<file path="config.mk">
export PLATFORM = sky130hd
export DESIGN_NAME = regfile_sb
export DESIGN_NICKNAME = d
export VERILOG_FILES = /design/src/rtl/regfile_pkg.sv /design/src/rtl/regfile_popcount.sv /design/src/rtl/regfile_sb.sv
export SDC_FILE = /design/constraint.sdc
export NUM_CORES = 2
export LEC_CHECK = 0
export ABC_CLOCK_PERIOD_IN_PS = 44700
export CAP_MARGIN = 10
export CORE_MARGIN = 5
export CORE_UTILIZATION = 35
export CTS_CLUSTER_DIAMETER = 100
export DETAILED_ROUTE_END_ITERATION = 6
export PLACE_DENSITY = 0.47
export SLEW_MARGIN = 20
export SYNTH_ARGS = -nofsm -noshare
export SYNTH_HDL_FRONTEND = slang
export SYNTH_HIERARCHICAL = 1
export SYNTH_SLANG_ARGS = --single-unit
</file>
<file path="constraint.sdc">
create_clock -name clk -period 44.7 [get_ports clk]
set_input_delay 4.47 -clock clk [delete_from_list [all_inputs] [get_ports clk]]
set_output_delay 4.47 -clock clk [all_outputs]
set_load 0.1 [all_outputs]
</file>
<file path="src/rtl/regfile_pkg.sv">
// Shared widths and types for the architectural register file.
// Holds default geometry plus word and address typedefs.
// Imported by the register file top and its popcount helper.
package regfile_pkg;

  localparam int DEF_DATA_W = 32;
  localparam int DEF_ADDR_W = 5;
  localparam int DEPTH      = 1 << DEF_ADDR_W;

  typedef logic [DEF_DATA_W-1:0] word_t;
  typedef logic [DEF_ADDR_W-1:0] reg_addr_t;

endpackage

</file>
<file path="src/rtl/regfile_popcount.sv">
// Combinational population count of the busy vector.
// Latency: 0 cycles, pure combinational.
// No backpressure; output follows the input vector.
module regfile_popcount
  import regfile_pkg::*;
#(
  parameter int ADDR_W = DEF_ADDR_W
) (
  input  logic [(1<<ADDR_W)-1:0] vec,
  output logic [ADDR_W:0]        count
);

  // Sum every bit of the vector into an ADDR_W+1 wide counter.
  always_comb begin
    count = '0;
    for (int i = 0; i < (1 << ADDR_W); i++) begin
      count = count + {{ADDR_W{1'b0}}, vec[i]};
    end
  end

endmodule

</file>
<file path="src/rtl/regfile_sb.sv">
// Register file with two forwarding read ports, one write port and a busy scoreboard.
// Latency: reads 0 cycles (with same-cycle write forwarding), writes and busy updates 1 edge.
// No handshakes; every input is sampled on every rising edge.
module regfile_sb
  import regfile_pkg::*;
#(
  parameter int DATA_W   = DEF_DATA_W,
  parameter int ADDR_W   = DEF_ADDR_W,
  parameter int ZERO_REG = 1
) (
  input  logic              clk,
  input  logic              rst,
  input  logic [ADDR_W-1:0] rd_addr_a,
  input  logic [ADDR_W-1:0] rd_addr_b,
  output logic [DATA_W-1:0] rd_data_a,
  output logic [DATA_W-1:0] rd_data_b,
  output logic              rd_busy_a,
  output logic              rd_busy_b,
  input  logic              wr_en,
  input  logic [ADDR_W-1:0] wr_addr,
  input  logic [DATA_W-1:0] wr_data,
  input  logic              issue_en,
  input  logic [ADDR_W-1:0] issue_addr,
  input  logic              flush,
  output logic [ADDR_W:0]   busy_count
);

  localparam int NREGS = 1 << ADDR_W;

  logic [DATA_W-1:0] mem [NREGS];
  logic [NREGS-1:0]  busy;
  logic [NREGS-1:0]  busy_nxt;
  logic [ADDR_W:0]   pop_nxt;
  logic              wr_ok;
  logic              issue_ok;

  // Register 0 is hardwired (read 0, never written or busy) when ZERO_REG is set.
  function automatic logic is_zero(input logic [ADDR_W-1:0] a);
    return (ZERO_REG != 0) && (a == '0);
  endfunction

  assign wr_ok    = wr_en && !is_zero(wr_addr);
  assign issue_ok = issue_en && !is_zero(issue_addr);

  // Read ports: hardwired zero, else forward the in-flight writeback, else stored data.
  always_comb begin
    rd_data_a = mem[rd_addr_a];
    rd_data_b = mem[rd_addr_b];
    rd_busy_a = busy[rd_addr_a] && !(wr_en && wr_addr == rd_addr_a);
    rd_busy_b = busy[rd_addr_b] && !(wr_en && wr_addr == rd_addr_b);
    if (is_zero(rd_addr_a)) begin
      rd_data_a = '0;
      rd_busy_a = 1'b0;
    end else if (wr_en && wr_addr == rd_addr_a) begin
      rd_data_a = wr_data;
    end
    if (is_zero(rd_addr_b)) begin
      rd_data_b = '0;
      rd_busy_b = 1'b0;
    end else if (wr_en && wr_addr == rd_addr_b) begin
      rd_data_b = wr_data;
    end
  end

  // Next busy vector: flush wins outright; otherwise writeback clears, then issue sets.
  always_comb begin
    busy_nxt = busy;
    if (flush) begin
      busy_nxt = '0;
    end else begin
      if (wr_ok)    busy_nxt[wr_addr]    = 1'b0;
      if (issue_ok) busy_nxt[issue_addr] = 1'b1;
    end
  end

  regfile_popcount #(.ADDR_W(ADDR_W)) u_popcount (
    .vec   (busy_nxt),
    .count (pop_nxt)
  );

  // Scoreboard and its count move together on the same edge.
  always_ff @(posedge clk or posedge rst) begin
    if (rst) begin
      busy       <= '0;
      busy_count <= '0;
    end else begin
      busy       <= busy_nxt;
      busy_count <= pop_nxt;
    end
  end

  // Data storage; a flush does not block writes.
  always_ff @(posedge clk or posedge rst) begin
    if (rst) begin
      for (int i = 0; i < NREGS; i++) mem[i] <= '0;
    end else if (wr_ok) begin
      mem[wr_addr] <= wr_data;
    end
  end

endmodule
</file>
; ---- Word level (Yosys, flattened, before mapping)
; Index checks and enable logic that the tools add are counted.
[word_totals]
ramBits = 0
input_bits = 57
mem_bits_ro = 0
word_cells = 127
regBits = 1062
mem_count = 0
out_inout_bits = 72
latch_bits = 0
[classes]
reduce_logical = 17
shifts = 0
n_lt_le_gt_ge = 10
mux = 27
n_mul = 0
eq_ne = 2
bitwise_logic = 6
addsub = 31
div = 0
[op_table]
columns = op, count
row1 = $bwmux 1024, 1
row2 = $mux 32, 13
row3 = $bmux 32 s5, 2
row4 = $add 6x1->6, 30
row5 = $demux 32 s5, 1
row6 = $and 32x32->32, 1
row7 = $not 32->32, 1
row8 = $or 32x32->32, 1
row9 = $lt 5x6->1 const B, 4
row10 = $logic_not 5->1, 4
row11 = $ge 6x6->1 const B, 3
row12 = $not 5->6, 3
row13 = $bmux 1 s5, 2
row14 = $demux 1 s5, 2
row15 = $eq 5x5->1, 2
row16 = $ge 5x1->1 const B, 2
row17 = $logic_and 1x1->1, 9
row18 = $lt 6x1->1 const B, 1
row19 = $mux 1, 6
row20 = $logic_not 1->1, 4
row21 = $add 1x1->2, 1

; ---- Longest topological paths before layout
[logic_depth]
depth_word = 42
depth_mapped = 23

; ---- Modules after synthesis
; The synthesis kept the hierarchy.
[modules_own_cells]
columns = module, area_each_um2, instances, cells_each, seq_area_each_um2
row1 = regfile_sb, 56758.2, 1, 3979, 26575.5
row2 = regfile_popcount, 833.3, 1, 90, 0.0

; ---- Worst setup path before layout
; OpenSTA, ideal clock, no wires.
[synth_path]
path_kind = input port to output port
start = input rd_addr_a[2]
end = output rd_data_a[26]
required_ns = 40.230
slack_ns = 32.989
arrival_ns = 7.241
path_buffers = 4
stages = 7
cell_sequence = buf_2 buf_2 buf_1 clkbuf_1 nand3_1 and3_1 o221ai_1
[synth_via]
elab_chain_len = 6
word_cells_on_any_way = 9
cone_classes = eq/ne (1) / mux (5) / bitwise (1) / reduce/logical (2)
[synth_rtl]
columns = item, line
row1 = from (decl), regfile_sb.sv:13  ; input logic [ADDR_W-1:0] rd_addr_a,
row2 = $not 5->6 (not written as such), regfile_sb.sv:47  ; rd_data_a = mem[rd_addr_a];
row3 = $bmux 32 s5, regfile_sb.sv:47
row4 = $mux 32 (not written as such) (2 in a row), regfile_sb.sv:47
row5 = $mux 32, regfile_sb.sv:54  ; end else if (wr_en && wr_addr == rd_addr_a) begin
row6 = $mux 32 *, regfile_sb.sv:51  ; if (is_zero(rd_addr_a)) begin
row7 = to (decl), regfile_sb.sv:15  ; output logic [DATA_W-1:0] rd_data_a,
; Mark *: on every way between the ends. The rest lies on a longest branch, timed or not. The select of a mux whose other input is x is not followed.

; ---- Final worst setup path
[layout_path]
start = input rd_addr_a[0]
end = output rd_data_a[26]
; The elaborated chain is that of the path after synthesis.

==> results.sh <==
export IMPL_status="finished clean"
export IMPL_synth_seq_area_share_pct=46.1
export IMPL_area_growth_pct=13.1
export IMPL_die_area_sq_um=173000
export IMPL_slew_headroom_pct=21.2
export IMPL_crit_arrival_ns=9.95
export IMPL_ys_ff_latch=1062
export IMPL_ant_nets=0
export IMPL_cp_start_kind="primary input"
export IMPL_crit_type="primary input to output port"
export IMPL_crit_start="rd_addr_a[0]"
export IMPL_finalHoldViolations=0
export IMPL_dr_pass1_iters=5
export IMPL_synth_edf_count=0
export IMPL_route_met3_wl_um=12400
export IMPL_grt_max_degree=161
export IMPL_clockRootBuffer="clkbuf_16"
export IMPL_async_reset_ff_share_pct=100
export IMPL_crit_path_end_kind="output port"
export IMPL_finalSetupTns_ns=0
export IMPL_cts_buffer_depth=3
export IMPL_fill_cells=15300
export IMPL_pwr_share_clk_pct=35.6
export IMPL_period_minus_slack_ns=14.42
export IMPL_crit_path_max_incr_delay_ns=1.07
export IMPL_internal_power_w=0.00207
export IMPL_syn_inst=4069
export IMPL_ios=129
export IMPL_cts_repair_resized=0
export IMPL_portBuffers=128
export IMPL_period_share_pct=32.3
export IMPL_regToRegStartpoint="busy[27]$_DFF_PP0_"
export IMPL_fp_dieW_um=416
export IMPL_synth_top_cell_by_area="dfrtp_1"
export IMPL_tightest_slew_ns=1.18
export IMPL_r2r_cells=16
export IMPL_nets=4091
export IMPL_postCtsSetupBuffers=0
export IMPL_dp_cells=6045
export IMPL_clk_pin_slew_worst_paths_ns=0.05
export IMPL_core_rowCount=148
export IMPL_viasPerCell=6.03
export IMPL_grt_pass1_vias=39500
export IMPL_dr_max_layer_used="met5"
export IMPL_reg2reg_to="busy_count[4]$_DFF_PP0_"
export IMPL_hold_path_class="flip-flop to flip-flop"
export IMPL_wl_um=216000
export IMPL_postPlaceCellArea_sq_um=61000
export IMPL_rsz0062_at_grt="no"
export IMPL_worstSkewPairLatency_ns=0.76
export IMPL_switchingPower_w=0.000878
export IMPL_yosysTopAreaCellShare_pct=46.1
export IMPL_place_gp_congestion=0.756
export IMPL_sw_frac_of_total_pct=29.7
export IMPL_hpwl_um=120000
export IMPL_vdd_ir_drop_max_v=0.0000388
export IMPL_vias=37800
export IMPL_netlist_area_sq_um=57600
export IMPL_dominantRegCellSynth="dfrtp_1"
export IMPL_cp_required_ns=40.23
export IMPL_grt_overflow=0
export IMPL_die_y_um=416
export IMPL_clock_skew_ns=0.00559
export IMPL_p_comb_share_pct=21.6
export IMPL_ys_types=54
export IMPL_wl_met2_um=103000
export IMPL_cellPowerDensity_nw_per_um2=45.3
export IMPL_setup_viol=0
export IMPL_ctsHoldBuffers=0
export IMPL_grt_use_total_pct=24.8
export IMPL_p_seq_share_pct=42.8
export IMPL_cap_violations=0
export IMPL_critPathSlowestCell="clkdlybuf4s50_1"
export IMPL_critical_path_peak_fanout=83
export IMPL_p_leak_nw=28.2
export IMPL_fmax_mhz=69.4
export IMPL_endpoint="rd_data_a[26]"
export IMPL_synth_area_leaders="dfrtp_1 (46%), mux2_2 (19%), mux4_2 (16%)"
export IMPL_drv_slew=0
export IMPL_crit_path_cell_trace="buf_8 -> buf_12 -> buf_4 -> buf_4 -> mux4_2 -> mux4_2 -> nand3_1 -> o221ai_1 -> clkdlybuf4s50_1"
export IMPL_instances_no_fill=6279
export IMPL_yosys_warnings=6
export IMPL_r2r_slack_ns=39.44
export IMPL_htreeDepth=4
export IMPL_grt_pass1_wl_um=308000
export IMPL_drive_above_1_share_pct=43.7
export IMPL_antenna_found_initial=14
export IMPL_start_util_pct=35.3
export IMPL_fp_coreArea_sq_um=163000
export IMPL_numCtsBuffers=130
export IMPL_first_iter_violations=3472
export IMPL_cts_tree="yes"
export IMPL_worst_hold_slack_ns=0.394
export IMPL_synth_avg_cell_area_sq_um=14.2
export IMPL_wl_per_cell_um=34.4
export IMPL_cts_sinks=1062
export IMPL_syn_nets=4158
export IMPL_drt_drc_violations_left=0
export IMPL_design_area_sq_um=65100
export IMPL_met1_length_um=92000
how the worst min path moves through the flow:
| stage | cells past startpoint | from | to | slack, ns |
|---|---|---|---|---|
| after detailed placement | 0 | mem[1023]$_DFFE_PP0P_ | mem[1023]$_DFFE_PP0P_ | 0.38 |
| after global placement | 0 | mem[996]$_DFFE_PP0P_ | mem[996]$_DFFE_PP0P_ | 0.38 |
| after CTS | 0 | mem[1023]$_DFFE_PP0P_ | mem[1023]$_DFFE_PP0P_ | 0.40 |
| after floorplan | 1 | mem[1000]$_DFFE_PP0P_ | mem[1000]$_DFFE_PP0P_ | 0.44 |
| final | 0 | mem[1019]$_DFFE_PP0P_ | mem[1019]$_DFFE_PP0P_ | 0.39 |
| after global routing | 0 | mem[1004]$_DFFE_PP0P_ | mem[1004]$_DFFE_PP0P_ | 0.40 |
synthesized netlist by cell type, types with 2 or more instances:
cell type and n:
a211o_1 28, a211oi_1 73, a21oi_1 68, a221o_1 7, a221oi_1 40, a22o_1 2, a22oi_1 107, a32o_1 30
a32oi_1 2, and2_1 4, and3_1 32, and3b_1 2, buf_1 65, buf_2 111, buf_4 13, buf_6 7
clkbuf_1 258, dfrtp_1 1062, fa_1 24, ha_1 8, inv_1 50, mux2_1 6, mux2_2 986, mux2i_1 268
mux4_2 420, nand2_1 150, nand2b_1 4, nand3_1 13, nand3b_1 7, nand4_1 2, nand4b_1 3, nor2_1 52
nor2b_1 19, nor3_1 8, nor3b_1 3, o211ai_1 2, o21ai_0 39, o221ai_1 32, o22ai_1 35, or2_2 2
xnor2_1 7, xor2_1 6
cells by family after synthesis:
logic type	after synthesis	synth area share [%]
compound gates	471	5.98
xor+xnor	13	0.198
fa+ha+maj	32	1.01
buf+inv	506	3.72
flops	1062	46.1
mux	1680	40.5
simple gates	305	2.47
cells in the final DEF (no fill, tap or decap), types with 29 or more instances in the layout:
cell / synthesis / routed
a211oi_1: 73 / 73
a21oi_1: 68 / 67
a221oi_1: 40 / 40
a22oi_1: 107 / 107
a32o_1: 30 / 30
and3_1: 32 / 32
buf_4: 13 / 123
clkbuf_1: 258 / 33
clkbuf_16: 0 / 133
clkbuf_8: 0 / 29
clkdlybuf4s50_1: 0 / 116
dfrtp_1: 1062 / 1062
inv_1: 50 / 49
mux2_2: 986 / 986
mux2i_1: 268 / 268
mux4_2: 420 / 420
nand2_1: 150 / 133
nor2_1: 52 / 38
o21ai_0: 39 / 38
o221ai_1: 32 / 32
o22ai_1: 35 / 35
registers in the layout, indices dropped and copies added (netlist names):
name        cells
busy           32
busy_count      6
mem          1024
area by class of cell:
| class | count | area, sq um | share of cell area (%) |
|---|---|---|---|
| clock inverters | 37 | 314 | 0.482 |
| diodes | 3 | 7.51 | 0.0115 |
| flip-flops and latches | 1062 | 26600 | 40.8 |
| repair buffers | 255 | 2300 | 3.53 |
| inverters | 52 | 205 | 0.315 |
| well taps | 2175 | 2720 | 4.18 |
| multi-input cells | 2501 | 29200 | 44.8 |
| clock buffers | 194 | 3840 | 5.89 |
routing by layer:
metal	vias up	GRT usage [%]
li1	15500	-
met1	20800	33.4
met2	1240	40.3
met3	337	4.65
met4	4	8.82
met5	-	0
critical path, delay by kind of cell:
family | cells | cell delay, ns
multiplexers | 2 | 1.07
AND/OR/NAND/NOR | 1 | 0.10
AO/OA/AOI/OAI | 1 | 0.29
buffers and inverters | 5 | 3.82
through the flow:
stage	utilization (%)	power, W	setup slack [ns]
floorplan	-	0.00174	10.34
global placement	37.4	0.00191	30.11
detailed placement	37.4	0.00192	30.09
CTS	39.9	0.00298	30.09
global route	39.9	0.00308	29.87
finish	39.9	0.00295	30.28
power by group through the flow:
stage | registers [W] | clock network [W] | logic [W]
finish | 0.00126 | 0.00105 | 0.000638
global route | 0.00129 | 0.00111 | 0.000682
CTS | 0.00126 | 0.00108 | 0.000644
detailed placement | 0.00128 | 0 | 0.000642
global placement | 0.00127 | 0 | 0.000635
floorplan | 0.00124 | 0 | 0.000499
(Power assumes the default switching activity.)
